### src/rtl/ygb2_scheduler_pkg.sv
// Shared constants for the YGB2 complex-MAC scheduler: defaults, Q-format and FSM encoding.
package ygb2_scheduler_pkg;

  localparam int unsigned DefDw      = 16;
  localparam int unsigned Fb         = 8;
  localparam int unsigned DefPipeLat = 2;
  localparam int unsigned DefRows    = 2;
  localparam int unsigned DefCols    = 2;

  typedef logic [1:0] state_t;

  localparam state_t StIdle  = 2'd0;
  localparam state_t StIssue = 2'd1;
  localparam state_t StDrain = 2'd2;
  localparam state_t StOut   = 2'd3;

  function automatic int unsigned addr_width(input int unsigned rows, input int unsigned cols);
    int unsigned m;
    m = (rows > cols) ? rows : cols;
    return (m > 2) ? $clog2(m) : 1;
  endfunction

endpackage

### src/rtl/ygb2_scheduler_if.sv
// Control, datapath and result-stream signals between the scheduler and its environment.
interface ygb2_scheduler_if #(
  parameter int unsigned AW = 1,
  parameter int unsigned DW = 16
) ();

  logic          start;
  logic          abort;
  logic          busy;
  logic          done;
  logic [AW-1:0] row_addr;
  logic [AW-1:0] col_addr;
  logic          dp_issue;
  logic [DW-1:0] dp_result;
  logic          res_valid;
  logic          res_ready;
  logic [DW-1:0] res_data;
  logic [AW-1:0] res_row;
  logic [AW-1:0] res_col;

  modport master (
    input  start, abort, dp_result, res_ready,
    output busy, done, row_addr, col_addr, dp_issue, res_valid, res_data, res_row, res_col
  );

  modport slave (
    output start, abort, dp_result, res_ready,
    input  busy, done, row_addr, col_addr, dp_issue, res_valid, res_data, res_row, res_col
  );

endinterface

### src/rtl/ygb2_scheduler_res_fifo.sv
// Result FIFO with a registered head slot; push and pop in the same cycle are both honoured.
module ygb2_scheduler_res_fifo #(
  parameter int unsigned W     = 18,
  parameter int unsigned DEPTH = 4
) (
  input  logic         clk,
  input  logic         rst,
  input  logic         flush,
  input  logic         push,
  input  logic [W-1:0] push_data,
  input  logic         pop,
  output logic         out_valid,
  output logic [W-1:0] out_data
);

  localparam int unsigned PW = (DEPTH > 1) ? $clog2(DEPTH) : 1;
  localparam int unsigned CW = $clog2(DEPTH + 1);

  logic [W-1:0]  mem_q [DEPTH];
  logic [PW-1:0] wr_ptr_q, rd_ptr_q;
  logic [CW-1:0] cnt_q;
  logic          out_valid_q;
  logic [W-1:0]  out_data_q;
  logic          slot_free, mem_empty, load_mem, bypass, mem_wr;

  function automatic logic [PW-1:0] ptr_inc(input logic [PW-1:0] p);
    return (p == PW'(DEPTH - 1)) ? '0 : p + 1'b1;
  endfunction

  // Head slot refills from storage first; an incoming word bypasses storage only when it is empty.
  always_comb begin
    slot_free = !out_valid_q || pop;
    mem_empty = (cnt_q == '0);
    load_mem  = slot_free && !mem_empty;
    bypass    = slot_free && mem_empty && push;
    mem_wr    = push && !bypass;
  end

  always_ff @(posedge clk or posedge rst) begin
    if (rst) begin
      wr_ptr_q    <= '0;
      rd_ptr_q    <= '0;
      cnt_q       <= '0;
      out_valid_q <= 1'b0;
      out_data_q  <= '0;
    end else if (flush) begin
      wr_ptr_q    <= '0;
      rd_ptr_q    <= '0;
      cnt_q       <= '0;
      out_valid_q <= 1'b0;
    end else begin
      if (mem_wr) wr_ptr_q <= ptr_inc(wr_ptr_q);
      if (load_mem) rd_ptr_q <= ptr_inc(rd_ptr_q);
      if (mem_wr && !load_mem) begin
        cnt_q <= cnt_q + 1'b1;
      end else if (!mem_wr && load_mem) begin
        cnt_q <= cnt_q - 1'b1;
      end
      if (load_mem) begin
        out_valid_q <= 1'b1;
        out_data_q  <= mem_q[rd_ptr_q];
      end else if (bypass) begin
        out_valid_q <= 1'b1;
        out_data_q  <= push_data;
      end else if (pop) begin
        out_valid_q <= 1'b0;
      end
    end
  end

  always_ff @(posedge clk) begin
    if (mem_wr) mem_q[wr_ptr_q] <= push_data;
  end

  assign out_valid = out_valid_q;
  assign out_data  = out_data_q;

endmodule

### src/rtl/ygb2_scheduler.sv
// Sweeps one frame of (row, col) pairs into the complex-MAC datapath, tracks its latency with a
// tag pipe and streams the captured results out over valid/ready.
module ygb2_scheduler
  import ygb2_scheduler_pkg::*;
#(
  parameter int unsigned ROWS     = DefRows,
  parameter int unsigned COLS     = DefCols,
  parameter int unsigned AW       = addr_width(ROWS, COLS),
  parameter int unsigned DW       = DefDw,
  parameter int unsigned PIPE_LAT = DefPipeLat
) (
  input logic              clk,
  input logic              rst,
  ygb2_scheduler_if.master bus
);

  localparam int unsigned N   = ROWS * COLS;
  localparam int unsigned FW  = DW + 2 * AW;
  localparam int unsigned NCW = $clog2(N + 1);

  state_t        state_q, state_d;
  logic [AW-1:0] row_q, row_d, col_q, col_d;
  logic          done_q, done_d;
  logic [NCW-1:0] pop_cnt_q;

  logic [PIPE_LAT-1:0] tag_v_q, tag_v_d;
  logic [AW-1:0]       tag_row_q [PIPE_LAT];
  logic [AW-1:0]       tag_col_q [PIPE_LAT];

  logic          issue, last_pair, handshake, last_pop;
  logic [FW-1:0] push_data, fifo_out;

  assign issue     = (state_q == StIssue);
  assign last_pair = (row_q == AW'(ROWS - 1)) && (col_q == AW'(COLS - 1));
  assign handshake = bus.res_valid && bus.res_ready;
  assign last_pop  = handshake && (pop_cnt_q == NCW'(N - 1));

  always_comb begin
    tag_v_d[0] = issue;
    for (int k = 1; k < PIPE_LAT; k++) begin
      tag_v_d[k] = tag_v_q[k-1];
    end
  end

  always_comb begin
    state_d = state_q;
    row_d   = row_q;
    col_d   = col_q;
    done_d  = 1'b0;
    if (bus.abort) begin
      state_d = StIdle;
    end else begin
      case (state_q)
        StIdle: begin
          if (bus.start) begin
            state_d = StIssue;
            row_d   = '0;
            col_d   = '0;
          end
        end
        StIssue: begin
          if (last_pair) begin
            state_d = StDrain;
          end else if (col_q == AW'(COLS - 1)) begin
            col_d = '0;
            row_d = row_q + 1'b1;
          end else begin
            col_d = col_q + 1'b1;
          end
        end
        // Leave DRAIN on the edge that captures the final in-flight result.
        StDrain: if (tag_v_d == '0) state_d = StOut;
        StOut: begin
          if (last_pop) begin
            state_d = StIdle;
            done_d  = 1'b1;
          end
        end
        default: state_d = StIdle;
      endcase
    end
  end

  always_ff @(posedge clk or posedge rst) begin
    if (rst) begin
      state_q   <= StIdle;
      row_q     <= '0;
      col_q     <= '0;
      done_q    <= 1'b0;
      pop_cnt_q <= '0;
    end else begin
      state_q <= state_d;
      row_q   <= row_d;
      col_q   <= col_d;
      done_q  <= done_d;
      if (bus.abort || state_q == StIdle) begin
        pop_cnt_q <= '0;
      end else if (handshake) begin
        pop_cnt_q <= pop_cnt_q + 1'b1;
      end
    end
  end

  always_ff @(posedge clk or posedge rst) begin
    if (rst) begin
      tag_v_q <= '0;
      for (int k = 0; k < PIPE_LAT; k++) begin
        tag_row_q[k] <= '0;
        tag_col_q[k] <= '0;
      end
    end else begin
      tag_v_q      <= bus.abort ? '0 : tag_v_d;
      tag_row_q[0] <= row_q;
      tag_col_q[0] <= col_q;
      for (int k = 1; k < PIPE_LAT; k++) begin
        tag_row_q[k] <= tag_row_q[k-1];
        tag_col_q[k] <= tag_col_q[k-1];
      end
    end
  end

  assign push_data = {tag_row_q[PIPE_LAT-1], tag_col_q[PIPE_LAT-1], bus.dp_result};

  ygb2_scheduler_res_fifo #(
    .W     (FW),
    .DEPTH (N)
  ) u_res_fifo (
    .clk       (clk),
    .rst       (rst),
    .flush     (bus.abort),
    .push      (tag_v_q[PIPE_LAT-1]),
    .push_data (push_data),
    .pop       (handshake),
    .out_valid (bus.res_valid),
    .out_data  (fifo_out)
  );

  assign bus.busy     = (state_q != StIdle);
  assign bus.done     = done_q;
  assign bus.dp_issue = issue;
  assign bus.row_addr = row_q;
  assign bus.col_addr = col_q;
  assign {bus.res_row, bus.res_col, bus.res_data} = fifo_out;

endmodule
### src/flat_wrapper.sv
// flat-port wrapper written by rule: the top's interface ports become plain ports
module ygb2_scheduler_flat import ygb2_scheduler_pkg::*;
#(
  parameter int unsigned ROWS     = DefRows,
  parameter int unsigned COLS     = DefCols,
  parameter int unsigned AW       = addr_width(ROWS, COLS),
  parameter int unsigned DW       = DefDw,
  parameter int unsigned PIPE_LAT = DefPipeLat
)
  (clk, rst, bus_start, bus_abort, bus_dp_result, bus_res_ready, bus_busy, bus_done, bus_row_addr, bus_col_addr, bus_dp_issue, bus_res_valid, bus_res_data, bus_res_row, bus_res_col);
  ygb2_scheduler_if #(.AW(AW), .DW(DW)) bus_i ();
  input logic clk;
  input logic rst;
  input wire logic [$bits(bus_i.start)-1:0] bus_start;
  input wire logic [$bits(bus_i.abort)-1:0] bus_abort;
  input wire logic [$bits(bus_i.dp_result)-1:0] bus_dp_result;
  input wire logic [$bits(bus_i.res_ready)-1:0] bus_res_ready;
  output wire logic [$bits(bus_i.busy)-1:0] bus_busy;
  output wire logic [$bits(bus_i.done)-1:0] bus_done;
  output wire logic [$bits(bus_i.row_addr)-1:0] bus_row_addr;
  output wire logic [$bits(bus_i.col_addr)-1:0] bus_col_addr;
  output wire logic [$bits(bus_i.dp_issue)-1:0] bus_dp_issue;
  output wire logic [$bits(bus_i.res_valid)-1:0] bus_res_valid;
  output wire logic [$bits(bus_i.res_data)-1:0] bus_res_data;
  output wire logic [$bits(bus_i.res_row)-1:0] bus_res_row;
  output wire logic [$bits(bus_i.res_col)-1:0] bus_res_col;
  assign bus_i.start = bus_start;
  assign bus_i.abort = bus_abort;
  assign bus_i.dp_result = bus_dp_result;
  assign bus_i.res_ready = bus_res_ready;
  assign bus_busy = bus_i.busy;
  assign bus_done = bus_i.done;
  assign bus_row_addr = bus_i.row_addr;
  assign bus_col_addr = bus_i.col_addr;
  assign bus_dp_issue = bus_i.dp_issue;
  assign bus_res_valid = bus_i.res_valid;
  assign bus_res_data = bus_i.res_data;
  assign bus_res_row = bus_i.res_row;
  assign bus_res_col = bus_i.res_col;
  ygb2_scheduler #(.ROWS(ROWS), .COLS(COLS), .AW(AW), .DW(DW), .PIPE_LAT(PIPE_LAT)) u_core (.clk(clk), .rst(rst), .bus(bus_i));
endmodule
### config.mk
export PLATFORM = sky130hd
export DESIGN_NAME = ygb2_scheduler_flat
export DESIGN_NICKNAME = d
export VERILOG_FILES = /design/src/rtl/ygb2_scheduler_pkg.sv /design/src/rtl/ygb2_scheduler_if.sv /design/src/rtl/ygb2_scheduler_res_fifo.sv /design/src/rtl/ygb2_scheduler.sv /design/src/flat_wrapper.sv
export SDC_FILE = /design/constraint.sdc
export NUM_CORES = 1
export LEC_CHECK = 0
export CAP_MARGIN = 25
export CORE_ASPECT_RATIO = 2
export CORE_UTILIZATION = 34
export CTS_CLUSTER_SIZE = 28
export DETAILED_ROUTE_END_ITERATION = 12
export GPL_TIMING_DRIVEN = 0
export PLACE_DENSITY = 0.54
export SLEW_MARGIN = 20
export SYNTH_ARGS = -nofsm -noshare
export SYNTH_HDL_FRONTEND = slang
export SYNTH_SLANG_ARGS = --single-unit
### constraint.sdc
create_clock -name clk -period 1.9 [get_ports clk]
set_clock_uncertainty 0.15 [all_clocks]
set_input_delay 0.38 -clock clk [delete_from_list [all_inputs] [get_ports clk]]
set_output_delay 0.38 -clock clk [all_outputs]
set_load 0.01 [all_outputs]
==> metrics <==
P per Cell Area 1330 nW/um^2; hold crit path type primary input to asynchronous set/reset pin; Seq cells post-synth about 110; detailed placer's ending HPWL a little over 6 mm; Syn-to-layout area delta 24.1%; Die ar. around 14000 sq um; leading area contributor after synthesis edfxtp_1; Worst EP required between 1500 and 2000 ps; syn_nets about 320; total negative slack 0 ps; largest family of logic cells by synthesized area multiplexers; Post-Place Cells around 490; Critical Path Start Type register; fmax 0.533 GHz; core area between 10000 and 15000 sq um; fill cell count ~1200; routed wire length around 9.6 mm; Syn Area/Cell between 15 and 20 sq um; fin crit period roughly 1900 ps; Final WS setup around 23 ps; io pins 45; number of diodes 0; status finished with violations; layout cells sized above 1 0.215; pre-CTS WS -572 ps; die height roughly 170 um; CP Capture Type register; drt drc 6; largest net degree at the start of global routing 31; post-synthesis adder-cell area fraction 0.0341; sequential-to-total area share from yosys stat 0.685; WP data arrival roughly 1900 ps; Iter 0 DRT Violations approximately 230; CTS root buffer clkbuf_16; Yosys cell types 34; Worst R2R Setup Slack between 20 and 25 ps; Synth Area in Simple Gates 0.0620; Post-synth ARST share 0.357; commonest non-fill, non-tap cell in the layout edfxtp_1; MaxCap Viol Count 0; post-synthesis compound-gate area fraction 0.0455; Initial Utilization 0.352; # rows 59; Bufs on Longest Clock Path 2; measured slew at the worst slew-check pin 468 ps; global-route wire length before repair ~14 mm; Non-Filler Instances around 520; xor-xnor portion of the synthesized cell area 0.00379; cell area after synthesis ~4600 sq um; Tot Pwr 7610 uW; synth top area cells edfxtp_1 47%, dfrtp_1 22%, mux4_2 8.8%, mux2i_1 4.8%, ha_1 3.0%; Mapped Cells ~290; # nets final 391; Peak supply drop 0.679 mV; clk_lat worst skew between 300 and 400 ps; RSZ-0062 raised after global routing true; die width approximately 84 um; vias in the first global route about 2700; H-tree Lvls 3; Lkg Pwr approximately 0.0022 uW; Post-CTS Hold Buffers 0; Final Hold Viols 0; commonest non-fill, non-tap cells in the layout 72 x edfxtp_1, 40 x clkdlybuf4s50_1, 39 x dfrtp_1; initial antenna violation count 0; drt pass-1 iters 10; via-per-instance ratio between 4 and 5; Warnings, synthesis 0; GRT overflow 0; setup violators final 0; via count 2567; Max Slew Vio Count 0; wire length per cell approximately 19 um; mux cell area share after synthesis 0.140; clock sinks approximately 110; DRT antenna net count 0; Worst Path Max Fanout 3; Num CTS Buffers 9; global placement routability congestion between 0.6 and 0.7; share of the synthesized area in the top cell type 0.468; Final Cycle Share 0.988; ys flop type edfxtp_1; final core occ 0.436; number of synthesized flops with an enable pin slightly above 70; CTS tree yes; failing checks design-rule violations; PortBufs 44; GRT Total Usage 0.138; Worst slew margin 0.688; critical path class register to register; clock transition at the registers of the reported paths around 70 ps
==> report_power, final <==
group,internal [uW],switching (uW)
Clock,930,823
Combinational,1410,1290
Sequential,2950,206
Total,5300,2320
==> metal layers <==
metal  track usage  routed length [um]  vias to the layer above  part of all wire
met5             0                   0                        -                 0
met4        0.0545                 163                        0             0.017
met3        0.0268                 274                       10             0.029
met2         0.260                5450                       49              0.57
met1         0.150                3690                     1299              0.39
li1              -                   -                     1209                 -
==> critical path, cell delays in order, from the launching register on <==
cell and delay (ps):
dfrtp_1 400, nor2b_4 150, nand2_2 90, inv_2 40, fa_2 360, nor4bb_2 260, a31oi_1 90, xor2_1 150
nor2_1 60
==> cell usage after synthesis, types with 2 or more instances <==
cell / count
edfxtp_1: 72
dfrtp_1: 40
nand2_1: 27
mux2i_1: 22
mux4_2: 18
o21ai_0: 17
nor2_1: 12
ha_1: 11
inv_1: 11
a21oi_1: 6
nor2b_1: 5
and2_1: 4
buf_2: 4
buf_6: 4
nor3_1: 4
o21ai_1: 4
buf_4: 3
clkbuf_1: 2
mux2_2: 2
nand3_1: 2
o21a_1: 2
o31ai_1: 2
or3_1: 2
xor2_1: 2
==> registers in the layout, summed over array words and instances, names as in the netlist <==
register                     count
u_core.u_res_fifo.cnt_q          3
u_core.tag_col_q                 1
u_core.u_res_fifo.out_data      18
u_core.tag_v_q                   2
u_core.state_q                   2
u_core.pop_cnt_q                 3
u_core.u_res_fifo.out_valid      1
u_core.bus.row_addr              1
u_core.u_res_fifo.rd_ptr_q       2
u_core.push_data                 2
u_core.bus.col_addr              1
u_core.tag_row_q                 1
u_core.u_res_fifo.wr_ptr_q       2
u_core.u_res_fifo.mem_q         72
u_core.bus.done                  1
==> worst paths after layout <==
kind,startpoint,cells after the start,endpoint
min,rst,2,u_core.u_res_fifo.out_data[9]
min in group clk,u_core.tag_row_q[1],0,u_core.push_data[17]
max reg2reg,u_core.u_res_fifo.out_valid,8,u_core.u_res_fifo.cnt_q[2]
min reg2reg,u_core.tag_row_q[1],0,u_core.push_data[17]
max,u_core.u_res_fifo.out_valid,8,u_core.u_res_fifo.cnt_q[2]
max in group asynchronous,rst,3,u_core.pop_cnt_q[2]
==> metrics by stage <==
stage | area (sq um) | hold slack, ps
after floorplan | 4620 | 181
after global placement | 5260 | 185
after detailed placement | 5280 | 190
after CTS | 5630 | 139
after global routing | 5730 | 162
final | 5730 | 141
==> cells by family (layout without fill, tap and decap cells) <==
logic type               count (synthesis)  in the layout
AO/OA/AOI/OAI                           35             35
XOR/XNOR                                 2              2
adder cells (fa/ha/maj)                 12             12
buffers and inverters                   24             95
flip-flops                             112            112
multiplexers                            42             42
AND/OR/NAND/NOR                         61             65
==> what timing repair did <==
item	CTS	global route
cloned	0	4
pin swaps	6	9
buffers inserted	6	4
endpoints found under the setup margin	85	72
endpoints found under the hold margin	0	0
resized for setup	13	20
==> layout make-up <==
cell class	instances	area, sq um	share of cell area
plain buffers	13	104	0.0181
repair buffers	55	537	0.0936
flip-flops and latches	112	3160	0.552
well taps	152	190	0.0332
inverters	11	41.3	0.00720
clock buffers	12	246	0.0430
clock inverters	4	30.0	0.00524
multi-input cells	156	1420	0.248
Power figures use the tool's default switching activity.
==> RTL change 1 (config.mk and constraints unchanged) <==
Set the package constant `DefPipeLat` to 1 (it was 2).
--- a/src/rtl/ygb2_scheduler_pkg.sv
+++ b/src/rtl/ygb2_scheduler_pkg.sv
@@ -3,7 +3,7 @@
 
   localparam int unsigned DefDw      = 16;
   localparam int unsigned Fb         = 8;
-  localparam int unsigned DefPipeLat = 2;
+  localparam int unsigned DefPipeLat = 1;
   localparam int unsigned DefRows    = 2;
   localparam int unsigned DefCols    = 2;
 
Function: changed (Yosys sat finds a counterexample within 4 cycles, from zero or initial values and one cycle with rst high).
==> RTL change 1 against the original RTL <==
Routed wire length grew 17%; via count grew 14%; critical path type unchanged; maximum frequency shrank 5.6%; the run ends with design-rule violations, negative setup slack left; largest power group is now combinational logic; setup slack lost 0.11 ns; sequential cell count shrank 3; critical endpoint unchanged; cell count grew 2.3%; first-iteration DRC count shrank 28%; global-route usage grew 3.0 points; total power grew 17%; area after synthesis grew 0.35%; cell area grew 3.6%.
==> RTL change 1: results (changes against the original RTL) <==
| Metric | Value |
|---|---|
| Fraction of registers with async set or reset after synthesis | `33.94% (was 35.71%)` |
| Placed insts | `493 (was 485)` |
| Slew @ Worst Pin | `0.6629 ns (was 0.4682 ns)` |
| Post-Layout Cell Count | `527 (was 515)` |
| Synth Net Count | `322 (was 321)` |
| Clk pwr share | `21.9% (was 23.0%)` |
| Wire length per cell | `21.27 µm (was 18.60 µm)` |
| Most flop-heavy register | `u_core.u_res_fifo.mem_q (unchanged)` |
| Mapped Cells | `290 (was 288)` |
| Max Buffers Root-to-Sink | `2 (unchanged)` |
| Initial antenna violation count | `0 (unchanged)` |
| R2R depth | `7 (was 8)` |
| GPL Wtd Cong | `0.7534 (was 0.6763)` |
| Vias in the first global route | `3067 (was 2713)` |
| DRC | `8 (was 6)` |
| WHS | `0.1136 ns (was 0.1410 ns)` |
| GRT Total Usage | `16.89% (was 13.84%)` |
| Fin Setup TNS | `-0.8817 ns (was 0 ns)` |
| Synth top cells by count | `72 x edfxtp_1, 37 x dfrtp_1, 20 x nand3_1 (was 72 x edfxtp_1, 40 x dfrtp_1, 27 x nand2_1)` |
| Leak pwr | `2.145 nW (was 2.194 nW)` |
| Slowest-stage cell, CP | `dfrtp_2 (was dfrtp_1)` |
| Area after DPL | `5343 µm² (was 5275 µm²)` |
| Setup ws final | `-0.08795 ns (was 0.02301 ns)` |
| Drt initial violations | `165 (was 228)` |
| Peak supply drop | `0.8819 mV (was 0.6791 mV)` |
| Count of different cell masters after synthesis | `44 (was 34)` |
| Top delay family on crit path | `flip-flops (was simple AND/OR/NAND/NOR gates)` |
| CP peak stage delay | `0.42 ns (was 0.40 ns)` |
| Gate power share | `41.6% (was 35.5%)` |
| Clock-net power | `1.95 mW (was 1.75 mW)` |
| Via count | `2919 (was 2567)` |
| Violated checks | `design-rule violations, negative setup slack (was design-rule violations)` |
| Finish-stage setup viols | `14 (was 0)` |
| Ranking of synthesized cells by area | `edfxtp_1 47%, dfrtp_1 20%, mux4_2 8.7% (was edfxtp_1 47%, dfrtp_1 22%, mux4_2 8.8%)` |
| Internal | `5.858 mW (was 5.296 mW)` |
| Outcome | `finished with violations (unchanged)` |
| Port-buffer cells | `43 (was 44)` |
| Ys Warns | `0 (unchanged)` |
| CP max FO | `4 (was 3)` |
| Clk slew on worst S/H paths | `0.08 ns` |
| Crit path capture | `u_core.u_res_fifo.cnt_q[2] (unchanged)` |
| First-pass GRT wire length | `17530 µm (was 14430 µm)` |
| Detailed Place HPWL | `7701 µm (was 6076 µm)` |
| NumNets Final | `399 (was 391)` |
| Fraction of the yosys area taken by sequential cells | `66.61% (was 68.47%)` |
| Post-Place Worst Slack | `-0.8954 ns (was -0.5722 ns)` |
| Layout cells sized above 1 | `27.42% (was 21.49%)` |
| Pin count of the biggest net entering global routing | `30 (was 31)` |
## RTL change 1: timing repair
item,CTS,global route
endpoints found under the setup margin,92,90
setup buffers,5,13
pin swaps,1,6
resized for setup,25,35
## RTL change 1: metal layers
metal / global-route usage, % / vias up / wire, µm
met5: 0 / - / 0
met4: 5.453 / 0 / 227
met3: 3.056 / 15 / 447
met1: 18.65 / 1510 / 4124
met2: 32.06 / 75 / 6407
li1: - / 1319 / -
## RTL change 1: final cells by class
class	instances	area [µm²]
plain buffers	22	132.6
well taps	155	193.9
multi-input cells	147	1529
clock buffers	9	225.2
inverters	12	45.04
repair buffers	66	631.9
fillers	1246	7422
flip-flops and latches	109	3093
clock inverters	7	90.09
## RTL change 1: kinds of logic after synthesis
group / Yosys count / share of synthesized area [%]
multiplexers: 23 / 9.879
buffers and inverters: 34 / 3.482
AO/OA/AOI/OAI: 59 / 10.23
AND/OR/NAND/NOR: 52 / 6.289
adder cells (fa/ha/maj): 11 / 3.131
XOR/XNOR: 2 / 0.3779
flip-flops: 109 / 66.61
==> RTL change 2 (same flow settings) <==
Without the edit above. Reset style: synchronous (`rst`), changed in 3 clocked blocks.
--- a/src/rtl/ygb2_scheduler_res_fifo.sv
+++ b/src/rtl/ygb2_scheduler_res_fifo.sv
@@ -36,7 +36,7 @@
     mem_wr    = push && !bypass;
   end
 
-  always_ff @(posedge clk or posedge rst) begin
+  always_ff @(posedge clk) begin
     if (rst) begin
       wr_ptr_q    <= '0;
       rd_ptr_q    <= '0;
--- a/src/rtl/ygb2_scheduler.sv
+++ b/src/rtl/ygb2_scheduler.sv
@@ -81,7 +81,7 @@
     end
   end
 
-  always_ff @(posedge clk or posedge rst) begin
+  always_ff @(posedge clk) begin
     if (rst) begin
       state_q   <= StIdle;
       row_q     <= '0;
@@ -101,7 +101,7 @@
     end
   end
 
-  always_ff @(posedge clk or posedge rst) begin
+  always_ff @(posedge clk) begin
     if (rst) begin
       tag_v_q <= '0;
       for (int k = 0; k < PIPE_LAT; k++) begin
Formal check against the unedited RTL: differs if rst is asserted again (counterexample within 4 cycles, from zero or initial values and one cycle with rst high); with rst held inactive, the same outputs for 10 cycles.
==> RTL change 2 against the original RTL <==
The flow still finishes with violations (design-rule violations); routed wire length is 5.4% higher; hold slack better by 0.029 ns; via count up 11%; synthesized cell count grew 10%; area after synthesis is 0.24% higher; cell area grew 8.1%; sequential cell count is 2 higher; die area is 0.24% higher; setup slack better by 0.023 ns; core utilization increased by 2.7 points; highest routed layer unchanged.
Power is not compared: it rests on default switching activity, and its combinational part moved more than twofold at a synthesized area within 25%.
==> RTL change 2: results (changes against the original RTL) <==
| Metric | Value |
|---|---|
| Detailed Place HPWL | `6548 µm (was 6076 µm)` |
| Multi-input logic area | `1578 µm² (was 1419 µm²)` |
| Clk slew on worst S/H paths | `0.05 ns (was 0.07 ns)` |
| GPL Wtd Cong | `0.7791 (was 0.6763)` |
| Synth top cells by count | `72 x edfxtp_1, 42 x dfxtp_1, 42 x nand2_1 (was 72 x edfxtp_1, 40 x dfrtp_1, 27 x nand2_1)` |
| Fraction of registers with async set or reset after synthesis | `0% (was 35.71%)` |
| Largest register FFs | `72 (unchanged)` |
| GRT Total Usage | `15.52% (was 13.84%)` |
| Met2 WL | `5777 µm (was 5447 µm)` |
| Pin count of the biggest net entering global routing | `17 (was 31)` |
| Peak supply drop | `0.6268 mV` |
| R2R depth | `4 (was 8)` |
| Drt pass-1 iters | `8 (was 10)` |
| Placed insts | `519 (was 485)` |
| HP Class | `in -> reg (was in -> async)` |
| Cts repair resizes | `23 (was 13)` |
| Drt initial violations | `95 (was 228)` |
| Port-buffer cells | `43 (was 44)` |
| Clk Latency, worst-skew pair | `0.40 ns (was 0.34 ns)` |
| DRC | `2 (was 6)` |
| Fraction of the yosys area taken by sequential cells | `64.85% (was 68.47%)` |
| Crit Reg-Reg Endpoint | `u_core.u_res_fifo.mem_q[1][5] (was u_core.u_res_fifo.cnt_q[2])` |
| Post-Place Worst Slack | `-0.7976 ns (was -0.5722 ns)` |
| WHS | `0.1698 ns (was 0.1410 ns)` |
| Routed vias/inst | `5.064 (was 4.984)` |
| Fill cells | `1230 (was 1215)` |
| Num CTS Buffers | `17 (was 9)` |
| Net Sw Power | `1.431 mW` |
| Setup bufs post-CTS | `8 (was 6)` |
| Mapped Cells | `317 (was 288)` |
| Count of different cell masters after synthesis | `43 (was 34)` |
| First-pass GRT wire length | `15780 µm (was 14430 µm)` |
| CP max FO | `10 (was 3)` |
| Layout cells sized above 1 | `28.50% (was 21.49%)` |
| Routed metal-1 wire length | `3807 µm (was 3692 µm)` |
| NumNets Final | `429 (was 391)` |
| Vias in the first global route | `2846 (was 2713)` |
| Met3 wire length | `300 µm (was 274 µm)` |
| Outcome | `finished with violations (unchanged)` |
| Most flop-heavy register | `u_core.u_res_fifo.mem_q (unchanged)` |
| Slew @ Worst Pin | `0.9001 ns (was 0.4682 ns)` |
| Wire length per cell | `17.97 µm (was 18.60 µm)` |
| Worst EP arrival | `1.86 ns (was 1.93 ns)` |
| Worst R2R Start | `u_core.u_res_fifo.cnt_q[2] (was u_core.u_res_fifo.out_valid)` |
| Area after DPL | `5335 µm² (was 5275 µm²)` |
| Violated checks | `design-rule violations (unchanged)` |
| Ranking of synthesized cells by area | `edfxtp_1 47%, dfxtp_1 18%, mux4_2 8.8% (was edfxtp_1 47%, dfrtp_1 22%, mux4_2 8.8%)` |
| Synth Net Count | `351 (was 321)` |
| Reg2reg setup slack | `0.05 ns (was 0.02 ns)` |
| Gate power share | `9.0%` |
| Initial antenna violation count | `0 (unchanged)` |
| H-tree depth | `4 (was 3)` |
| Final wirelength | `10100 µm (was 9578 µm)` |
[RTL change 2: how the worst max path moves through the flow]
stage / start / endpoint / slack [ns] / cells past startpoint
2_1_floorplan: u_core.u_res_fifo.out_valid / u_core.u_res_fifo.mem_q[3][0] / 0.009 / 4
6_report: u_core.u_res_fifo.cnt_q[2] / u_core.u_res_fifo.mem_q[1][5] / 0.05 / 4
4_1_cts: u_core.u_res_fifo.cnt_q[0] / u_core.u_res_fifo.mem_q[0][2] / -0.08 / 4
3_3_place_gp: bus_res_ready / u_core.u_res_fifo.mem_q[1][1] / -0.98 / 5
3_5_place_dp: bus_res_ready / u_core.u_res_fifo.mem_q[3][6] / -0.80 / 6
5_1_grt: u_core.u_res_fifo.out_valid / u_core.u_res_fifo.cnt_q[2] / -0.005 / 7
[RTL change 2: kinds of logic after synthesis]
| kind of cell | synth area share [%] |
|---|---|
| DFF | 64.85 |
| and+or+nand+nor | 11.38 |
| AOI/OAI and AO/OA | 7.349 |
| buffers and inverters | 2.945 |
| muxes | 9.619 |
| adders and majority gates | 3.675 |
| xor gates and xnor gates | 0.1892 |
[RTL change 2: cell type report]
class | count | share of cell area [%]
multi-input combinational | 179 | 25.46
inverter | 8 | 0.6058
buffer | 14 | 1.555
timing repair buffer | 61 | 9.976
sequential | 114 | 48.63
clock buffer | 21 | 7.754
tap | 155 | 3.130
clock inverter | 10 | 2.888
[RTL change 2: layer usage]
layer  track usage, %  up-vias
met2            28.17       55
met3            4.509       11
met5                0        -
li1                 -     1340
met1            16.23     1440
met4            7.074        0
[RTL change 2: worst max-delay path, cell delays in order, from the launching register on]
cell	delay [ns]
dfxtp_1	0.37
or3_4	0.42
o21a_2	0.26
and2_4	0.24
buf_8	0.17
